$ cat config.mk
export PLATFORM = sky130hd
export DESIGN_NAME = n64_poll_sequencer
export DESIGN_NICKNAME = d
export VERILOG_FILES = /design/src/rtl/n64_poll_sequencer.sv
export SDC_FILE = /design/constraint.sdc
export NUM_CORES = 1
export LEC_CHECK = 0
export ABC_AREA = 1
export BUFFER_PORTS_ARGS = -buffer_cell sky130_fd_sc_hd__buf_2
export CAP_MARGIN = 10
export CORE_AREA = 4 4 78 109
export CTS_BUF_LIST = sky130_fd_sc_hd__clkbuf_4 sky130_fd_sc_hd__clkbuf_8
export CTS_CLUSTER_SIZE = 24
export DETAILED_ROUTE_END_ITERATION = 7
export DIE_AREA = 0 0 82 113
export GPL_TIMING_DRIVEN = 0
export PLACE_DENSITY = 0.88
export SLEW_MARGIN = 20
export SYNTH_ARGS = -nofsm -noshare
export SYNTH_HDL_FRONTEND = slang
export SYNTH_SLANG_ARGS = --single-unit
$ cat constraint.sdc
create_clock -name clk -period 4.78 [get_ports clk]
set_clock_uncertainty 0.1 [all_clocks]
set_input_delay 0.717 -clock clk [delete_from_list [all_inputs] [get_ports clk]]
set_output_delay 0.717 -clock clk [all_outputs]
set_load 0.05 [all_outputs]
$ cat src/rtl/n64_poll_sequencer.sv
// n64_poll_sequencer
//   Schedules periodic polls of one N64 controller port. Each poll triggers
//   n64_cmd_gen, tracks the command phase through the generator's output
//   enable, then decodes the 32-bit reply from the pulled-up data pin.
//   Each reply bit is sampled 2 us after its falling edge:
//   1 us low = '1', 3 us low = '0'.
//
//   Ports
//     clk          system clock
//     rst_n        asynchronous active-low reset
//     enable       1 = polling active
//     cmd_busy     n64_cmd_gen enable_o (1 while the command is driven)
//     cmd_trigger  trigger to n64_cmd_gen
//     din          data pin input (idle high)
//     data_out     last good reply, bit 0 = last received bit
//     data_valid   1-cycle pulse coincident with a data_out update
//     timeout_err  1-cycle pulse when a poll is aborted on timeout
//     busy         1 while the sequencer is not idle
//
//   state   | meaning
//   --------+-----------------------------------------------------------
//   IDLE    | count us ticks toward the next poll
//   TRIG    | hold cmd_trigger for one full 1 MHz period
//   TX      | command on the pin; wait for cmd_busy to rise, then fall
//   RX_WAIT | wait for the falling edge that starts the next reply bit
//   RX_BIT  | count to the 2 us sample point, then shift in the bit
//   DONE    | publish the reply
//   ERR     | report an aborted poll
module n64_poll_sequencer #(
   parameter int SAMPLE_DIV     = 12,
   parameter int POLL_PERIOD_US = 512,
   parameter int RESP_BITS      = 32,
   parameter int TIMEOUT_US     = 64,
   parameter int CMD_TMO_US     = 16
) (
   input  logic        clk,
   input  logic        rst_n,
   input  logic        enable,
   input  logic        cmd_busy,
   output logic        cmd_trigger,
   input  logic        din,
   output logic [31:0] data_out,
   output logic        data_valid,
   output logic        timeout_err,
   output logic        busy
);

   localparam int TMO_MAX = (TIMEOUT_US > CMD_TMO_US) ? TIMEOUT_US : CMD_TMO_US;
   localparam int US_W    = $clog2(SAMPLE_DIV) + 1;
   localparam int POLL_W  = $clog2(POLL_PERIOD_US) + 1;
   localparam int TMO_W   = $clog2(TMO_MAX) + 1;
   localparam int BIT_W   = $clog2(RESP_BITS) + 1;
   localparam int SMP_W   = $clog2(2 * SAMPLE_DIV) + 1;

   localparam logic [US_W-1:0]   US_LAST   = US_W'(SAMPLE_DIV - 1);
   localparam logic [POLL_W-1:0] POLL_LAST = POLL_W'(POLL_PERIOD_US - 1);
   localparam logic [TMO_W-1:0]  RX_LAST   = TMO_W'(TIMEOUT_US - 1);
   localparam logic [TMO_W-1:0]  CMD_LAST  = TMO_W'(CMD_TMO_US - 1);
   localparam logic [BIT_W-1:0]  BIT_LAST  = BIT_W'(RESP_BITS - 1);
   localparam logic [SMP_W-1:0]  SMP_LOAD  = SMP_W'(2 * SAMPLE_DIV - 1);

   typedef enum logic [2:0] {
      S_IDLE, S_TRIG, S_TX, S_RX_WAIT, S_RX_BIT, S_DONE, S_ERR
   } state_t;

   state_t            state, state_nxt;
   logic              din_s1, din_s2, din_prev;
   logic              busy_s1, busy_s2;
   logic              din_fall, us_tick;
   logic [US_W-1:0]   us_cnt;
   logic [POLL_W-1:0] poll_cnt, poll_nxt;
   logic [TMO_W-1:0]  tmo, tmo_nxt;
   logic [SMP_W-1:0]  smp, smp_nxt;
   logic [BIT_W-1:0]  bit_cnt, bit_nxt;
   logic [31:0]       sr, sr_nxt, data_nxt;
   logic              seen, seen_nxt;

   always_ff @(posedge clk or negedge rst_n) begin
      if (!rst_n) begin
         din_s1   <= 1'b1;
         din_s2   <= 1'b1;
         din_prev <= 1'b1;
         busy_s1  <= 1'b0;
         busy_s2  <= 1'b0;
         us_cnt   <= '0;
      end else begin
         din_s1   <= din;
         din_s2   <= din_s1;
         din_prev <= din_s2;
         busy_s1  <= cmd_busy;
         busy_s2  <= busy_s1;
         us_cnt   <= (us_cnt == US_LAST) ? '0 : us_cnt + US_W'(1);
      end
   end

   assign din_fall = din_prev & ~din_s2;
   assign us_tick  = (us_cnt == US_LAST);

   always_comb begin
      state_nxt = state;
      poll_nxt  = '0;
      tmo_nxt   = tmo;
      smp_nxt   = smp;
      bit_nxt   = bit_cnt;
      sr_nxt    = sr;
      seen_nxt  = seen;
      data_nxt  = data_out;
      case (state)
         S_IDLE: begin
            poll_nxt = poll_cnt;
            if (us_tick) begin
               if (poll_cnt == POLL_LAST) begin
                  poll_nxt  = '0;
                  state_nxt = S_TRIG;
               end else begin
                  poll_nxt = poll_cnt + POLL_W'(1);
               end
            end
            if (!enable) poll_nxt = '0;
         end
         S_TRIG: begin
            if (us_tick) begin
               state_nxt = S_TX;
               tmo_nxt   = '0;
               seen_nxt  = 1'b0;
            end
         end
         S_TX: begin
            if (busy_s2) seen_nxt = 1'b1;
            if (seen && !busy_s2) begin
               state_nxt = S_RX_WAIT;
               tmo_nxt   = '0;
               bit_nxt   = '0;
               sr_nxt    = '0;
            end else if (!seen && !busy_s2 && us_tick) begin
               if (tmo == CMD_LAST) state_nxt = S_ERR;
               else                 tmo_nxt   = tmo + TMO_W'(1);
            end
         end
         S_RX_WAIT: begin
            if (din_fall) begin
               state_nxt = S_RX_BIT;
               smp_nxt   = SMP_LOAD;
            end else if (us_tick) begin
               if (tmo == RX_LAST) state_nxt = S_ERR;
               else                tmo_nxt   = tmo + TMO_W'(1);
            end
         end
         S_RX_BIT: begin
            if (smp == '0) begin
               sr_nxt  = {sr[30:0], din_s2};
               bit_nxt = bit_cnt + BIT_W'(1);
               if (bit_cnt == BIT_LAST) begin
                  state_nxt = S_DONE;
               end else begin
                  state_nxt = S_RX_WAIT;
                  tmo_nxt   = '0;
               end
            end else begin
               smp_nxt = smp - SMP_W'(1);
            end
         end
         S_DONE: begin
            data_nxt  = sr;
            state_nxt = S_IDLE;
         end
         S_ERR: state_nxt = S_IDLE;
         default: state_nxt = S_IDLE;
      endcase
      // Dropping enable abandons the poll silently, whatever it was doing.
      if (!enable) begin
         state_nxt = S_IDLE;
         data_nxt  = data_out;
      end
   end

   always_ff @(posedge clk or negedge rst_n) begin
      if (!rst_n) begin
         state       <= S_IDLE;
         poll_cnt    <= '0;
         tmo         <= '0;
         smp         <= '0;
         bit_cnt     <= '0;
         sr          <= '0;
         seen        <= 1'b0;
         data_out    <= '0;
         data_valid  <= 1'b0;
         timeout_err <= 1'b0;
      end else begin
         state       <= state_nxt;
         poll_cnt    <= poll_nxt;
         tmo         <= tmo_nxt;
         smp         <= smp_nxt;
         bit_cnt     <= bit_nxt;
         sr          <= sr_nxt;
         seen        <= seen_nxt;
         data_out    <= data_nxt;
         // Pulses are registered so data_valid lines up with the new data_out.
         data_valid  <= (state == S_DONE) && enable;
         timeout_err <= (state == S_ERR) && enable;
      end
   end

   assign cmd_trigger = (state == S_TRIG);
   assign busy        = (state != S_IDLE);

endmodule

==> out/qor.csv <==
stage;metric;value;unit
outcome;status;complete, no violations;
logic_synthesis;mux cell area share after synthesis;0;%
routing;WL final;9.60;mm
setup_path;FF-to-FF Start;tmo[0];
placement;Post-Place Cell Area;5260;um2
placement;post-DP HPWL;7.08;mm
sta;f_max;0.433;GHz
routing;DRT iter0 DRCs;188;
logic_synthesis;synthesized area per cell;9.07;um2
clock_network;clk slew on worst S/H paths;0.10;ns
setup_path;Startpoint Class;register;
power;Power Dens Cells;394;nW/um2
setup_path;CP required;3.96;ns
die;Site Rows;38;
sta;RSZ-0062 raised after global routing;no;
placement;# port buffers;40;
sta;Final min period;2.31;ns
setup_path;Crit-path slowest cell;dfrtp_1;
setup_path;worst path cell trace;inv_2 > nand2_2 > nor2_1 > buf_2;
global_route;met3 usage;5.73;%
die;Die Y-Extent;113;um
global_route;met2 GRT Util;40.7;%
setup_path;worst-path fanout max;6;
clock_network;Post-CTS Hold Buffers;0;
die;IO Pins;41;
routing;ANT nets after route;0;
die;Starting Density;64.4;%
logic_synthesis;post-synthesis adder-cell area fraction;1.53;%
setup_path;crit-path max cell delay;0.40;ns
die;Die Footprint;9270;um2
sta;worst slew pin tran;0.526;ns
global_route;GRT Resource Usage Total;23.0;%
clock_network;post-CTS sizing;0;
layout;Layout Area Growth over Synthesis;11.2;%
global_route;initial antenna violation count;0;
logic_synthesis;syn nets;551;
global_route;first-pass GRT wire length;16.6;mm
logic_synthesis;Synth Warn #;0;
setup_path;crit path kind;register to output port;
die;die width;82;um
logic_synthesis;Post-Synth Simple-Gate Area;21.5;%
power;Worst VDD drop;0.342;mV
job;Max Cap Viol;0;
clock_network;H-tree levels;3;
logic_synthesis;Yosys top cell by area;dfrtp_1;
sta;Hold Vio Cnt, Final;0;
sta;final setup fails;0;
layout;Register Area;2730;um2
logic_synthesis;main area contributors after synthesis;dfrtp_1 54%, nand2_1 8.9%, inv_1 5.1%, o22ai_1 4.2%, nor2_1 4.1%;
layout;# diodes;0;
logic_synthesis;Synth cell types;38;
layout;fin area;5450;um2
clock_network;Post-CTS Repair Setup Buffers;0;
logic_synthesis;largest family of logic cells by synthesized area;simple AND/OR/NAND/NOR gates;
logic_synthesis;Synth Area in Compound Gates;11.6;%
clock_network;root buf cell;clkbuf_8;
setup_path;R2R Setup Slk;2.90;ns
clock_network;clk sink count;109;
global_route;busiest layer in global routing;met2;
logic_synthesis;FF+latch count, synth;109;
logic_synthesis;ys async rst share;100;%
routing;Initial DRT Pass Iterations;4;
logic_synthesis;Synth Cell Area;4900;um2
global_route;grt met1 use;26.6;%
setup_path;CP endpoint kind;output port;
setup_path;Worst EP arrival;1.49;ns
die;Floorplan Core Area;7610;um2
sta;max-slew violations;0;
clock_network;CTS Buf Count;9;
clock_network;Worst-Skew Late Latency;0.37;ns
clock_network;CTS tree;yes;
logic_synthesis;main flop type after synthesis;dfrtp_1;
global_route;number of global-route vias before repair;3816;
power;Leak;2.73;nW
routing;DR vias;3777;
logic_synthesis;Synth Area in XOR/XNOR;1.97;%
layout;share of cells above drive strength 1;17.0;%
setup_path;r2r worst-path depth;9;
clock_network;Clock Tree Buf Depth;2;
global_route;grt total ovfl;0;
sta;fin crit share;48.4;%
layout;Layout Nets;603;
logic_synthesis;Yosys top cell area share;54.2;%
layout;FILL cells;560;
logic_synthesis;Seq/Total Area, Yosys;55.8;%
placement;GP Congestion;0.848;
hold_path;path category of the worst min-delay check;primary input to async pin;
routing;Avg Vias per Cell;5.43;
logic_synthesis;Post-synth EDFFs;0;
routing;WL/cell;13.8;um
global_route;largest net degree at the start of global routing;58;
layout;footprint of the multi-input gates;1790;um2
sta;max_slew headroom;65.0;%
setup_path;FF-to-FF End;tmo[3];
routing;DRC viols;0;
logic_synthesis;Mapped Cells;540;
sta;Fin Setup TNS;0;ns
-- critical path: cells and delay by family, from the launching register on --
family | cells | cell delay (ns)
buffers and inverters | 2 | 0.46
flip-flops | 1 | 0.40
AND/OR/NAND/NOR | 2 | 0.27
-- stage by stage --
step	hold WS [ns]	power, mW	worst slack [ns]	util, %	std cells
after floorplan	0.231	1.48	2.65	-	540
after global placement	0.237	1.59	1.77	68.6	680
after detailed placement	0.240	1.61	2.75	69.1	681
after CTS	0.208	2.16	2.45	71.6	695
after global routing	0.218	2.27	2.39	71.6	695
final	0.201	2.14	2.47	71.6	695
-- area by class of cell --
class	instances	share of cell area (%)
flip-flops and latches	109	50.1
repair buffers	41	4.30
well taps	100	2.30
inverters	75	5.26
multi-input cells	343	32.9
clock inverters	3	0.850
clock buffers	11	2.66
plain buffers	13	1.59
-- routing by layer --
layer  share of wire [%]  vias up  wire, um
li1                    -     1848         -
met5                   0        -         0
met1                  40     1843      3830
met4                 1.6        0       155
met3                 4.2       15       404
met2                  54       71      5210
-- synth_stat cells, types with 2 or more instances --
library cell    n
xnor2_1         3
xor2_1          8
nand3_1        25
o21ai_1         6
ha_1            6
nand2_1       116
nor2_1         53
buf_2           6
nand2_2         7
inv_2           6
clkbuf_1        3
a21oi_1         9
inv_4           2
nand3_2         2
nor2_2          3
nor2_4          3
dfstp_2         3
o21ai_0        39
inv_1          67
nor3_1          4
nand4_1        10
buf_6           4
o31ai_1         3
o22ai_1        33
dfrtp_1       106
-- state kept, by name, summed over array words and instances, names as in the netlist --
| register | flops |
|---|---|
| bit_cnt | 6 |
| busy_s1 | 1 |
| busy_s2 | 1 |
| data_out | 32 |
| data_valid | 1 |
| din_prev | 1 |
| din_s1 | 1 |
| din_s2 | 1 |
| poll_cnt | 10 |
| seen | 1 |
| smp | 6 |
| sr | 32 |
| state | 3 |
| timeout_err | 1 |
| tmo | 7 |
| us_cnt | 5 |
-- cell families after synthesis --
| logic type | count (synthesis) |
|---|---|
| flip-flops | 109 |
| adder cells (fa/ha/maj) | 6 |
| AO/OA/AOI/OAI | 96 |
| buffers and inverters | 88 |
| XOR/XNOR | 11 |
| AND/OR/NAND/NOR | 230 |
-- where the power goes --
group          switching [mW]  internal [mW]  total, mW  leakage [nW]
logic                   0.408          0.165      0.573          1.15
clock network           0.291          0.259      0.550        0.0953
registers              0.0417          0.981       1.02          1.48
-- how the worst max path moves through the flow --
stage               startpoint      endpoint  slack, ns  depth (start not counted)
floorplan             state[2]   cmd_trigger       2.65                          3
global route          state[2]   cmd_trigger       2.39                          4
finish                state[2]   cmd_trigger       2.47                          4
CTS                   state[2]   cmd_trigger       2.45                          4
global placement         rst_n        tmo[3]       1.77                          1
detailed placement      enable  data_out[16]       2.75                          6
-- placed cells by master, fill, tap and decap left out, drive strengths merged --
cell / synthesis / routed
xor2: 8 / 8
clkinvlp: 0 / 1
buf: 10 / 51
nand3: 28 / 28
nand2: 125 / 125
nand4: 10 / 10
clkbuf: 3 / 14
inv: 75 / 76
o31ai: 3 / 3
or2: 1 / 1
ha: 6 / 6
o22ai: 33 / 33
nor2: 60 / 60
a22o: 1 / 1
nor3b: 1 / 1
nor3: 5 / 5
a22oi: 1 / 1
a21oi: 11 / 11
o21a: 1 / 1
o21ai: 46 / 46
xnor2: 3 / 3
dfstp: 3 / 3
bufinv: 0 / 1
dfrtp: 106 / 106
Power figures use the tool's default switching activity.
